[src/rtl/debug_uart_rx_if.sv]
// Bus-side view of the debug UART receiver: FIFO head, status flags, pop/clear strobes.
`timescale 1ns/1ps
interface debug_uart_rx_if #(
  parameter int unsigned FIFO_DEPTH = 4
);
  localparam int unsigned OCC_W = $clog2(FIFO_DEPTH) + 1;

  logic             rx_pop;
  logic             err_clear;
  logic [7:0]       rx_data;
  logic             rx_valid;
  logic [OCC_W-1:0] rx_count;
  logic             rx_busy;
  logic             overrun;
  logic             frame_err;
  logic             irq;

  modport slave (
    input  rx_pop, err_clear,
    output rx_data, rx_valid, rx_count, rx_busy, overrun, frame_err, irq
  );

  modport master (
    output rx_pop, err_clear,
    input  rx_data, rx_valid, rx_count, rx_busy, overrun, frame_err, irq
  );
endinterface

[src/rtl/debug_uart_rx.sv]
// Debug UART receiver, 8N1 LSB first, with a small receive FIFO and sticky error flags.
`timescale 1ns/1ps
module debug_uart_rx #(
  parameter int unsigned CLK_HZ     = 14_000_000,
  parameter int unsigned BIT_RATE   = 1_000_000,
  parameter int unsigned FIFO_DEPTH = 4
) (
  input  logic           clk,
  input  logic           rst,
  input  logic           uart_rxd,
  debug_uart_rx_if.slave bus
);

  localparam int unsigned CPB   = CLK_HZ / BIT_RATE;
  localparam int unsigned HALF  = CPB / 2;
  localparam int unsigned CNT_W = $clog2(CPB);
  localparam int unsigned PTR_W = $clog2(FIFO_DEPTH);
  localparam int unsigned OCC_W = PTR_W + 1;

  typedef enum logic [1:0] {S_IDLE, S_START, S_DATA, S_STOP} state_t;

  state_t           r_state, w_state_n;
  logic             r_sync1, r_rxd_s;
  logic [CNT_W-1:0] r_bit_cnt, w_bit_cnt_n;
  logic [2:0]       r_idx, w_idx_n;
  logic [7:0]       r_shreg, w_shreg_n;
  logic             w_tick, w_push, w_ferr_set;

  logic [7:0]       r_mem [FIFO_DEPTH];
  logic [PTR_W-1:0] r_wr_ptr, r_rd_ptr;
  logic [OCC_W-1:0] r_count;
  logic             r_overrun, r_frame_err;
  logic             w_empty, w_full, w_pop, w_write, w_ovr_set;

  // Two-flop synchroniser; idles high so reset never looks like a start bit.
  always_ff @(posedge clk) begin
    if (rst) begin
      r_sync1 <= 1'b1;
      r_rxd_s <= 1'b1;
    end else begin
      r_sync1 <= uart_rxd;
      r_rxd_s <= r_sync1;
    end
  end

  assign w_tick = (r_bit_cnt == '0);

  // FSM state register.
  always_ff @(posedge clk) begin
    if (rst) r_state <= S_IDLE;
    else     r_state <= w_state_n;
  end

  // Next-state, bit timing and shift logic.
  always_comb begin
    w_state_n   = r_state;
    w_bit_cnt_n = w_tick ? r_bit_cnt : r_bit_cnt - CNT_W'(1);
    w_idx_n     = r_idx;
    w_shreg_n   = r_shreg;
    w_push      = 1'b0;
    w_ferr_set  = 1'b0;
    case (r_state)
      S_IDLE: begin
        if (!r_rxd_s) begin
          w_state_n   = S_START;
          w_bit_cnt_n = CNT_W'(HALF - 1);
        end
      end
      S_START: begin
        if (w_tick) begin
          if (r_rxd_s) begin
            w_state_n = S_IDLE;
          end else begin
            w_state_n   = S_DATA;
            w_bit_cnt_n = CNT_W'(CPB - 1);
            w_idx_n     = 3'd0;
          end
        end
      end
      S_DATA: begin
        if (w_tick) begin
          w_shreg_n   = {r_rxd_s, r_shreg[7:1]};
          w_idx_n     = r_idx + 3'd1;
          w_bit_cnt_n = CNT_W'(CPB - 1);
          if (r_idx == 3'd7) w_state_n = S_STOP;
        end
      end
      S_STOP: begin
        if (w_tick) begin
          w_state_n = S_IDLE;
          if (r_rxd_s) w_push     = 1'b1;
          else         w_ferr_set = 1'b1;
        end
      end
      default: w_state_n = S_IDLE;
    endcase
  end

  // Bit timing and shift registers.
  always_ff @(posedge clk) begin
    if (rst) begin
      r_bit_cnt <= '0;
      r_idx     <= '0;
      r_shreg   <= '0;
    end else begin
      r_bit_cnt <= w_bit_cnt_n;
      r_idx     <= w_idx_n;
      r_shreg   <= w_shreg_n;
    end
  end

  // A pop on an empty FIFO is ignored; a push while full only lands if a pop frees a slot.
  assign w_empty   = (r_count == '0);
  assign w_full    = (r_count == OCC_W'(FIFO_DEPTH));
  assign w_pop     = bus.rx_pop & ~w_empty;
  assign w_write   = w_push & (~w_full | w_pop);
  assign w_ovr_set = w_push & w_full & ~w_pop;

  // FIFO storage; contents are don't-care while unoccupied so no reset is needed.
  always_ff @(posedge clk) begin
    if (w_write) r_mem[r_wr_ptr] <= r_shreg;
  end

  // FIFO pointers and occupancy; pointers wrap naturally at the power-of-2 depth.
  always_ff @(posedge clk) begin
    if (rst) begin
      r_wr_ptr <= '0;
      r_rd_ptr <= '0;
      r_count  <= '0;
    end else begin
      if (w_write) r_wr_ptr <= r_wr_ptr + PTR_W'(1);
      if (w_pop)   r_rd_ptr <= r_rd_ptr + PTR_W'(1);
      case ({w_write, w_pop})
        2'b10:   r_count <= r_count + OCC_W'(1);
        2'b01:   r_count <= r_count - OCC_W'(1);
        default: r_count <= r_count;
      endcase
    end
  end

  // Sticky error flags; a set event beats a simultaneous clear.
  always_ff @(posedge clk) begin
    if (rst) begin
      r_overrun   <= 1'b0;
      r_frame_err <= 1'b0;
    end else begin
      if (w_ovr_set)          r_overrun <= 1'b1;
      else if (bus.err_clear) r_overrun <= 1'b0;
      if (w_ferr_set)         r_frame_err <= 1'b1;
      else if (bus.err_clear) r_frame_err <= 1'b0;
    end
  end

  assign bus.rx_data   = w_empty ? 8'h00 : r_mem[r_rd_ptr];
  assign bus.rx_valid  = ~w_empty;
  assign bus.rx_count  = r_count;
  assign bus.rx_busy   = (r_state != S_IDLE);
  assign bus.overrun   = r_overrun;
  assign bus.frame_err = r_frame_err;
  assign bus.irq       = ~w_empty | r_overrun | r_frame_err;

endmodule
[src/flat_wrapper.sv]
// flat-port wrapper written by rule: the top's interface ports become plain ports
module debug_uart_rx_flat 
#(
  parameter int unsigned CLK_HZ     = 14_000_000,
  parameter int unsigned BIT_RATE   = 1_000_000,
  parameter int unsigned FIFO_DEPTH = 4
)
  (clk, rst, uart_rxd, bus_rx_pop, bus_err_clear, bus_rx_data, bus_rx_valid, bus_rx_count, bus_rx_busy, bus_overrun, bus_frame_err, bus_irq);
  debug_uart_rx_if #(.FIFO_DEPTH(FIFO_DEPTH)) bus_i ();
  input  logic clk;
  input  logic rst;
  input  logic uart_rxd;
  input wire logic [$bits(bus_i.rx_pop)-1:0] bus_rx_pop;
  input wire logic [$bits(bus_i.err_clear)-1:0] bus_err_clear;
  output wire logic [$bits(bus_i.rx_data)-1:0] bus_rx_data;
  output wire logic [$bits(bus_i.rx_valid)-1:0] bus_rx_valid;
  output wire logic [$bits(bus_i.rx_count)-1:0] bus_rx_count;
  output wire logic [$bits(bus_i.rx_busy)-1:0] bus_rx_busy;
  output wire logic [$bits(bus_i.overrun)-1:0] bus_overrun;
  output wire logic [$bits(bus_i.frame_err)-1:0] bus_frame_err;
  output wire logic [$bits(bus_i.irq)-1:0] bus_irq;
  assign bus_i.rx_pop = bus_rx_pop;
  assign bus_i.err_clear = bus_err_clear;
  assign bus_rx_data = bus_i.rx_data;
  assign bus_rx_valid = bus_i.rx_valid;
  assign bus_rx_count = bus_i.rx_count;
  assign bus_rx_busy = bus_i.rx_busy;
  assign bus_overrun = bus_i.overrun;
  assign bus_frame_err = bus_i.frame_err;
  assign bus_irq = bus_i.irq;
  debug_uart_rx #(.CLK_HZ(CLK_HZ), .BIT_RATE(BIT_RATE), .FIFO_DEPTH(FIFO_DEPTH)) u_core (.clk(clk), .rst(rst), .uart_rxd(uart_rxd), .bus(bus_i));
endmodule
[config.mk]
export PLATFORM = sky130hd
export DESIGN_NAME = debug_uart_rx_flat
export DESIGN_NICKNAME = d
export VERILOG_FILES = /design/src/rtl/debug_uart_rx_if.sv /design/src/rtl/debug_uart_rx.sv /design/src/flat_wrapper.sv
export SDC_FILE = /design/constraint.sdc
export NUM_CORES = 1
export LEC_CHECK = 0
export CORE_UTILIZATION = 57
export DETAILED_ROUTE_END_ITERATION = 6
export PLACE_DENSITY = 0.88
export SLEW_MARGIN = 25
export SYNTH_ARGS = -nofsm -noshare
export SYNTH_HDL_FRONTEND = slang
export SYNTH_SLANG_ARGS = --single-unit
[constraint.sdc]
create_clock -name clk -period 3.1 [get_ports clk]
set_clock_uncertainty 0.1 [all_clocks]
set_input_delay 0.775 -clock clk [delete_from_list [all_inputs] [get_ports clk]]
set_output_delay 0.775 -clock clk [all_outputs]
set_load 0.005 [all_outputs]
Word level (Yosys, flattened, before mapping)
Memories as Yosys holds them, arrays and structs flattened. A register that Yosys moved wholly into a read port is not among the register bits.
Cells that the tools add are included.
- memory bits (writable): 32
- flip-flop bits (word level): 28
- bits of input ports: 5
- memories kept: 1
- mux-type cells: 32
- $add $sub $neg: 6
- reduce and logical (&&, ||, !) cells: 11
- bitwise gates (word level): 10
- eq/ne operators: 13
- memories (name ; depth ; bits a word ; rd ports ; clocked after memory_dff ; write ports ; RTL line ; RTL):
    u_core.r_mem ; 4 ; 8 ; 1 ; 1 ; 1 ; debug_uart_rx.sv:29 ; logic [7:0] r_mem [FIFO_DEPTH];
- operator list (cell ; number):
    $mux W4 ; 5
    $mux W2 ; 8
    $pmux W3 S2 ; 2
    $pmux W4 S3 ; 1
    $mux W1 ; 11
    $reduce_bool A2 Y1 ; 5
    $mux W3 ; 3
    $mux W8 ; 1
    $ne A2 B1 Y1 const B ; 4
    $pmux W2 S4 ; 1
    $add A3 B1 Y3 const B ; 2
    $eq A2 B2 Y1 const B ; 3
    $eq A3 B3 Y1 const B ; 2
    $reduce_and A5 Y1 ; 1
    $add A2 B1 Y2 const B ; 2
    $and A1 B1 Y1 ; 4
    $eq A2 B1 Y1 const B ; 2
    $logic_not A4 Y1 ; 1
    $ne A2 B2 Y1 const B ; 2
    $reduce_and A4 Y1 ; 1
    $sub A4 B1 Y4 const B ; 1
    $logic_not A3 Y1 ; 1
    $not A1 Y1 ; 3
    $or A1 B1 Y1 ; 3
    other kinds (3) ; 3

Depth between registers and ports, before layout
Gate-level depths: netlist of the first run.
- word-level depth: 7
- gate-level depth with buffers: 12
- gate-level depth less buffers: 12

Worst setup path before layout of the first run
No wires, ideal clock.
- path type: input to register
- from: input port bus_rx_pop
- to: register u_core.r_count[2] (netlist: u_core.bus.rx_count[2])
- setup slack: 0.317 ns
- setup time: 0.070 ns
- required time: 2.930 ns
- cell stages on the path: 9
- arrival: 2.612 ns
- buffers on the path: 0
- cell sequence: nor4b_1 -> nor4_4 -> inv_1 -> ha_1 -> inv_1 -> fa_1 -> xor2_1 -> or3_1 -> a21oi_1
- word-level cells in the longest chain between the ends: 5
- elaborated cells between the ends (all ways): 7
- classes of those cells: eq/ne (2); mux (1); bitwise (3); reduce/logical (1)
- RTL lines (item ; RTL line ; RTL):
    start: declaration ; flat_wrapper.sv:13 ; input wire logic [$bits(bus_i.rx_pop)-1:0] bus_rx_pop;
    $and A1 B1 Y1 * ; debug_uart_rx.sv:115 ; assign w_pop = bus.rx_pop & ~w_empty;
    $or A1 B1 Y1 ; debug_uart_rx.sv:116 ; assign w_write = w_push & (~w_full | w_pop);
    $and A1 B1 Y1 ; debug_uart_rx.sv:116 ;
    $eq A2 B1 Y1 or $eq A2 B2 Y1 (tied branches) ; debug_uart_rx.sv:133 ; case ({w_write, w_pop})
    $pmux W3 S2 or $reduce_bool A2 Y1 (tied branches) ; -- ;
    end signal: assignment ; debug_uart_rx.sv:134 ; 2'b10: r_count <= r_count + OCC_W'(1);
    end signal: assignment ; debug_uart_rx.sv:135 ; 2'b01: r_count <= r_count - OCC_W'(1);
    end signal: assignment ; debug_uart_rx.sv:136 ; default: r_count <= r_count;
    end: declaration ; debug_uart_rx.sv:31 ; logic [OCC_W-1:0] r_count;
Mark *: on every way between the ends. The rest lies on a longest branch, timed or not.
A chain may end at the register's enable or synchronous reset.

Worst setup path after layout of the first run
Ends and elaborated chain as after synthesis.

==> run_results.csv, run 1 <==
group,metric,value,unit
sta,fin_crit,2.90,ns
route,routed_wl,4920,um
power_and_ir_drop,switching_power,0.507,mW
clock_network,insertion_delay,0.33,ns
place,hpwl,3260,um
setup_path,setup.worst_path.start,"bus_rx_pop",
clock_network,root_buffer,"clkbuf_8",
power_and_ir_drop,p_per_area,607,nW/um^2
global_route,grt_pass1_vias,1718,
sta,max_freq,345,MHz
route,wl_per_cell,16.1,um
clock_network,cts_tree,"yes",
setup_path,cp.required,3.26,ns
route,routed_via_density,5.81,
finish,fin_cells,306,
synthesis,yosysWarnings,0,
synthesis,synth_nets,238,
sta,hold_viol_final,0,
setup_path,worstSetupStartpointType,"input pin",
floorplanning,die_area,5040,sq um
finish,n_antenna_cell,0,
run_status,status,"finished, violations left",
global_route,met1_usage,27.9,%
sta,rsz0062_at_grt,"no",
synthesis,muxShareOfSynthArea,7.94,%
power_and_ir_drop,power_switching_share,26.2,%
power_and_ir_drop,seq_power_share,46.8,%
setup_path,crit_path_max_incr_delay,0.46,ns
flow_run,maxCapViolCount,0,
floorplanning,fp.dieH,71.0,um
clock_network,cts-resized-gates,0,
global_route,grt_start_max_net_pins,21,
sta,relSlewSlack,46.8,%
sta,drv_slew,0,
power_and_ir_drop,leakagePower,1.12,nW
setup_path,slowest_stage,"clkdlybuf4s50_1",
setup_path,cp.depth,11,
sta,final-setup-viol-count,0,
global_route,grtUsageTotal,21.8,%
clock_network,post_cts_buffers,0,
synthesis,yosysSeqAreaShare,57.6,%
place,place_congestion,0.791,
power_and_ir_drop,p_int,1.43,mW
setup_path,path_cells,"clkdlybuf4s50_1 > nor4b_1 > buf_4 > nor4_4 > inv_1 > ha_1 > inv_1 > fa_1 > xor2_1 > or3_1 > a21oi_1",
hold_path,hold_path_class,"reg -> reg",
route,num_vias,1779,
finish,area_growth,17.6,%
finish,layout-drive-gt1-share,14.6,%
floorplanning,ioPinCount,21,
setup_path,path_delay_family,"buffers and inverters",
setup_path,cp_max_fo,3,
floorplanning,die_w,71.0,um
synthesis,postSynthCellCount,223,
finish,nNetsFinal,264,
clock_network,htree_levels,3,
setup_path,reg2reg_from,"u_core.r_bit_cnt[0]",
setup_path,reg2reg_to,"u_core.bus.rx_count[2]",
floorplanning,rows,24,
finish,fillers,311,
floorplanning,core,4470,sq um
clock_network,numCtsBuffers,9,
place,placed_cells,290,
route,firstDrtPassIters,7,
power_and_ir_drop,pwr-share-clk,37.5,%
route,ant_nets,0,
setup_path,ff2ff_setup_slack,0.37,ns
synthesis,ys_types,41,
route,drc,2,
global_route,gr-usage-met3,5.98,%
power_and_ir_drop,combinationalPowerShare,15.8,%
setup_path,cp-end-kind,"register",
clock_network,clockBufferDepth,2,
global_route,antenna_found_initial,0,
global_route,top_usage_layer,"met2",
floorplanning,initial_utilization,60.6,%
clock_network,numClockSinks,62,
clock_network,postCtsHoldBufs,0,
global_route,grt_use_met2,36.0,%
route,drt-initial-drc-count,197,
synthesis,ys_ff_latch,62,
synthesis,synth_top_family_by_area,"simple AND/OR/NAND/NOR gates",
sta,timing.final.crit_share,93.5,%
sta,fin_tns_setup,0,ns
place,io_buffers,20,
synthesis,synthAdderAreaFrac,4.89,%
setup_path,crit_type,"in -> reg",
synthesis,synth-simple-area-share,15.0,%
global_route,grt_pass1_wl,8180,um
setup_path,critical_path_buf_inv_count,4,
global_route,grt-ovfl-total,0,
synthesis,syn_area,2710,sq um
synthesis,syn_avg_cell_area,12.2,sq um
setup_path,endpoint,"u_core.bus.rx_count[2]",
synthesis,synth_compound_area_share,9.55,%
power_and_ir_drop,ir_worst_vdd,375,uV
sta,worst_pin_slew,0.796,ns
setup_path,arrival,3.06,ns
run_status,violations,"DRC",
setup_path,reg2reg_depth,12,
clock_network,clkTransAtPathRegs,0.07,ns
synthesis,synthXorXnorAreaFrac,1.29,%
setup_path,path_common_cell,"inv_1",
[sequential cells by signal, summed over array words and instances (netlist names), 2 cells and up, named ones only]
signal               cells
u_core.bus.rx_count      3
u_core.r_bit_cnt         4
u_core.r_idx             3
u_core.r_mem            32
u_core.r_rd_ptr          2
u_core.r_shreg           8
u_core.r_wr_ptr          2
[power groups by stage]
stage	registers [mW]	logic [mW]	clock network [mW]
floorplan	0.913	0.238	0
global route	0.909	0.338	0.765
detailed placement	0.923	0.305	0
global placement	0.922	0.296	0
finish	0.905	0.305	0.725
CTS	0.905	0.307	0.736
[worst reg2reg max path, stage by stage, from the launching register on]
cell     delay, ns
dfxtp_1       0.40
inv_1         0.07
ha_1          0.25
nor3b_4       0.18
inv_2         0.23
nor4_4        0.09
inv_1         0.07
ha_1          0.17
inv_1         0.06
fa_1          0.37
xor2_1        0.16
or3_1         0.34
a21oi_1       0.17
[cell usage in the layout, fill, tap and decap left out, types with 6 or more instances in the layout]
master            n
nand2b_1         10
clkdlybuf4s50_1  20
nand3_1           8
buf_4             6
dfxtp_1          30
inv_1            15
o21ai_0          14
ha_1              9
clkbuf_8         12
edfxtp_1         32
a21oi_1          15
nor2_1           12
mux4_2            8
nor2b_1          10
[layer usage]
metal | wire length, um | up-vias
met3 | 149 | 6
met2 | 2490 | 31
li1 | - | 866
met1 | 2230 | 876
met5 | 0 | -
met4 | 58 | 0
[synth_stat cells]
master	instances	area share, %
nor2_1	12	1.7
or3b_2	1	0.32
a311oi_1	2	0.65
nor4bb_1	1	0.37
o31ai_1	1	0.28
nand4b_1	2	0.65
dfxtp_1	30	22
a211o_1	1	0.32
nand2b_1	10	2.3
nand3_1	8	1.5
xor2_1	4	1.3
edfxtp_1	32	35
a211oi_1	2	0.55
o311ai_0	1	0.32
nor4b_1	1	0.32
nor2b_1	10	2.3
mux2_4	1	0.55
a21oi_1	15	2.8
a221oi_1	1	0.32
fa_1	1	0.74
nor3_1	2	0.37
mux4_2	8	6.6
a32oi_1	1	0.32
nor3b_4	1	0.69
a31oi_1	3	0.69
inv_1	15	2.1
inv_2	1	0.14
nor3b_1	1	0.28
nand2_1	3	0.42
or2_2	3	0.69
nor4_4	1	0.78
o32a_1	1	0.37
o21ai_0	14	2.6
buf_2	1	0.18
mux2i_1	2	0.74
and3_1	1	0.23
o311a_1	1	0.37
ha_1	9	4.2
clkbuf_1	10	1.4
or3_1	5	1.2
and2_1	4	0.92
[logic make-up (layout without fill, tap and decap cells)]
group,count (synthesis),after routing
simple gates,66,66
flops,62,62
compound gates,43,43
buf+inv,27,58
mux,11,11
fa+ha+maj,10,10
xor+xnor,4,4
[stage by stage]
| step | power [mW] | instance area (sq um) | hold slack, ns | worst slack [ns] | utilization (%) |
|---|---|---|---|---|---|
| 6_report | 1.94 | 3190 | 0.320 | 0.200 | 71.3 |
| 5_1_grt | 2.01 | 3190 | 0.343 | 0.117 | 71.3 |
| 4_1_cts | 1.95 | 3190 | 0.326 | 0.218 | 71.3 |
| 3_5_place_dp | 1.23 | 2980 | 0.307 | -0.120 | 66.6 |
| 3_3_place_gp | 1.22 | 2980 | 0.298 | 0.00860 | 66.6 |
| 2_1_floorplan | 1.15 | 2710 | 0.289 | 0.317 | - |
[layout make-up]
class / count / area [sq um] / share of cell area (%)
inverter: 16 / 60.1 / 1.88
timing repair buffer: 26 / 245 / 7.69
multi-input combinational: 134 / 1050 / 32.8
clock buffer: 12 / 165 / 5.18
sequential: 62 / 1560 / 49.0
clock inverter: 4 / 43.8 / 1.37
tap: 52 / 65.1 / 2.04
[worst min-delay path by stage]
stage | from | end | slack, ns | cells after the start
floorplan | u_core.r_sync1 | u_core.r_rxd_s | 0.29 | 1
global placement | u_core.r_sync1 | u_core.r_rxd_s | 0.30 | 1
detailed placement | u_core.r_sync1 | u_core.r_rxd_s | 0.31 | 1
CTS | u_core.r_sync1 | u_core.r_rxd_s | 0.33 | 1
global route | u_core.r_sync1 | u_core.r_rxd_s | 0.34 | 1
finish | u_core.r_sync1 | u_core.r_rxd_s | 0.32 | 1
(Power assumes the default switching activity.)
==> run 2: changes to the inputs <==
Settings changed: SETUP_SLACK_MARGIN from default to 0.2.
==> run 2 against run 1 <==
Effect of this change: the flow still finishes with violations (DRC); core utilization increased by 0.34 points; first-iteration DRC count shrank 32%; die area unchanged; power is essentially flat; combinational power is essentially flat; final area up 0.47%; final cell count is the same; clock-buffer cell count unchanged; global-route usage did not move; via count rose by 0.22%; critical endpoint unchanged.
==> run_results.csv, run 2 (same netlist as run 1, synthesis figures left out) <==
group,metric,value,unit
run_status,status,"finished, violations left",
run_status,violations,"DRC",
finish,final_util,71.6,%
finish,largest_register_ffs,32,
sta,hold_viol_final,0,
clock_network,cts_tree,"yes",
power_and_ir_drop,power,1.94,mW
power_and_ir_drop,combinationalPowerShare,15.8,%
setup_path,worstSetupStartpointType,"input pin",
sta,relSlewSlack,46.9,%
global_route,grt_pass1_wl,8180,um
place,placed_cells,290,
sta,drv_slew,0,
floorplanning,ioPinCount,21,
route,drt-initial-drc-count,134,
place,hpwl,3260,um
setup_path,setup.worst_path.start,"bus_rx_pop",
finish,final_cell_mix,"edfxtp_1, dfxtp_1, clkdlybuf4s50_1, inv_1, a21oi_1",
power_and_ir_drop,leakagePower,1.13,nW
place,place_congestion,0.791,
sta,max_freq,351,MHz
route,routed_wl,4910,um
clock_network,insertion_delay,0.33,ns
sta,timing.final.crit_share,92.0,%
global_route,grt-ovfl-total,0,
flow_run,maxCapViolCount,0,
floorplanning,die_w,71.0,um
route,num_vias,1783,
clock_network,numCtsBuffers,9,
finish,layout-drive-gt1-share,15.4,%
global_route,grt_start_max_net_pins,21,
global_route,grt_pass1_vias,1718,
route,wl_per_cell,16.0,um
setup_path,reg2reg_from,"u_core.r_bit_cnt[0]",
sta,fin_tns_setup,0,ns
clock_network,numClockSinks,62,
floorplanning,core,4470,sq um
setup_path,crit_type,"in -> reg",
finish,fillers,308,
setup_path,cp_max_fo,3,
setup_path,cp-end-kind,"register",
route,ant_nets,0,
power_and_ir_drop,power_switching_share,26.2,%
sta,rsz0062_at_grt,"yes",
clock_network,postCtsHoldBufs,0,
finish,fin_cells,306,
finish,regMostFlops,"u_core.r_mem",
setup_path,arrival,3.02,ns
route,routed_via_density,5.83,
finish,final_area,3200,sq um
setup_path,cp.required,3.26,ns
clock_network,root_buffer,"clkbuf_8",
hold_path,min_from,"u_core.r_sync1",
power_and_ir_drop,pwr-share-clk,37.5,%
finish,nNetsFinal,264,
floorplanning,fp.dieH,71.0,um
sta,fin_crit,2.85,ns
clock_network,htree_levels,3,
clock_network,clkTransAtPathRegs,0.07,ns
clock_network,clockBufferDepth,2,
finish,final_common_cell,"edfxtp_1",
route,drc,2,
finish,n_antenna_cell,0,
floorplanning,initial_utilization,60.6,%
hold_path,hold_path_class,"reg -> reg",
power_and_ir_drop,ir_worst_vdd,375,uV
global_route,grtUsageTotal,21.8,%
floorplanning,rows,24,
place,io_buffers,20,
finish,area_growth,18.1,%
global_route,antenna_found_initial,0,
power_and_ir_drop,switching_power,0.508,mW
route,firstDrtPassIters,7,
finish,top_regs,"u_core.r_mem: 32 flops, u_core.r_shreg: 8 flops, u_core.r_bit_cnt: 4 flops",
floorplanning,die_area,5040,sq um
sta,final-setup-viol-count,0,
sta,worst_pin_slew,0.795,ns
power_and_ir_drop,p_int,1.43,mW
power_and_ir_drop,seq_power_share,46.8,%
power_and_ir_drop,p_per_area,605,nW/um^2
place,placed_area,2980,sq um
-- run 2: power groups by stage --
stage,Combinational (mW),Sequential [mW],Clock [mW]
after floorplan,0.238,0.913,0
after global placement,0.296,0.922,0
after detailed placement,0.305,0.923,0
after CTS,0.307,0.905,0.736
after global routing,0.338,0.909,0.765
final,0.306,0.906,0.725
-- run 2: area by class of cell --
cell class	count	area (sq um)	share of cell area (%)
tap	52	65.1	2.03
clock inverter	4	43.8	1.37
timing repair buffer	26	249	7.77
sequential	62	1560	48.8
clock buffer	12	165	5.16
multi-input combinational	134	1060	33.0
inverter	16	60.1	1.88
-- run 2: routing by layer --
metal,share of wire (%),global-route usage (%),up-vias
li1,-,-,867
met1,45,27.9,879
met2,51,36.0,31
met3,2.9,5.98,6
met4,1.1,8.00,0
met5,0,0,-
-- run 2: through the flow --
step                hold WS [ns]  setup slack [ns]
finish                     0.320             0.247
global placement           0.298           0.00860
global route               0.343             0.179
CTS                        0.326             0.218
floorplan                  0.289             0.317
detailed placement         0.307            -0.120
-- run 2: final timing paths --
check	end	slack, ns	cells after the start
max	u_core.bus.rx_count[2]	0.25	11
min	u_core.r_rxd_s	0.32	1
max reg2reg	u_core.bus.rx_count[2]	0.38	12
min reg2reg	u_core.r_rxd_s	0.32	1
-- run 2: worst max-delay path, cell delays in order --
cell and delay, ns:
clkdlybuf4s50_1 0.47, nor4b_2 0.23, buf_4 0.17, nor4_4 0.04, inv_1 0.06, ha_1 0.17, inv_1 0.06, fa_1 0.37
xor2_1 0.16, or3_1 0.34, a21oi_1 0.17
-- run 2: timing repair --
| item | in CTS | in global routing |
|---|---|---|
| gates resized for setup | 0 | 3 |
| setup endpoints to repair | 0 | 9 |
| setup buffers | 0 | 0 |
==> run 3: changes to the inputs <==
Settings changed: CTS_CLUSTER_DIAMETER from default to 30.
==> results of run 3 <==
The final DEF is identical to that of run 2; final timing and power are the same.
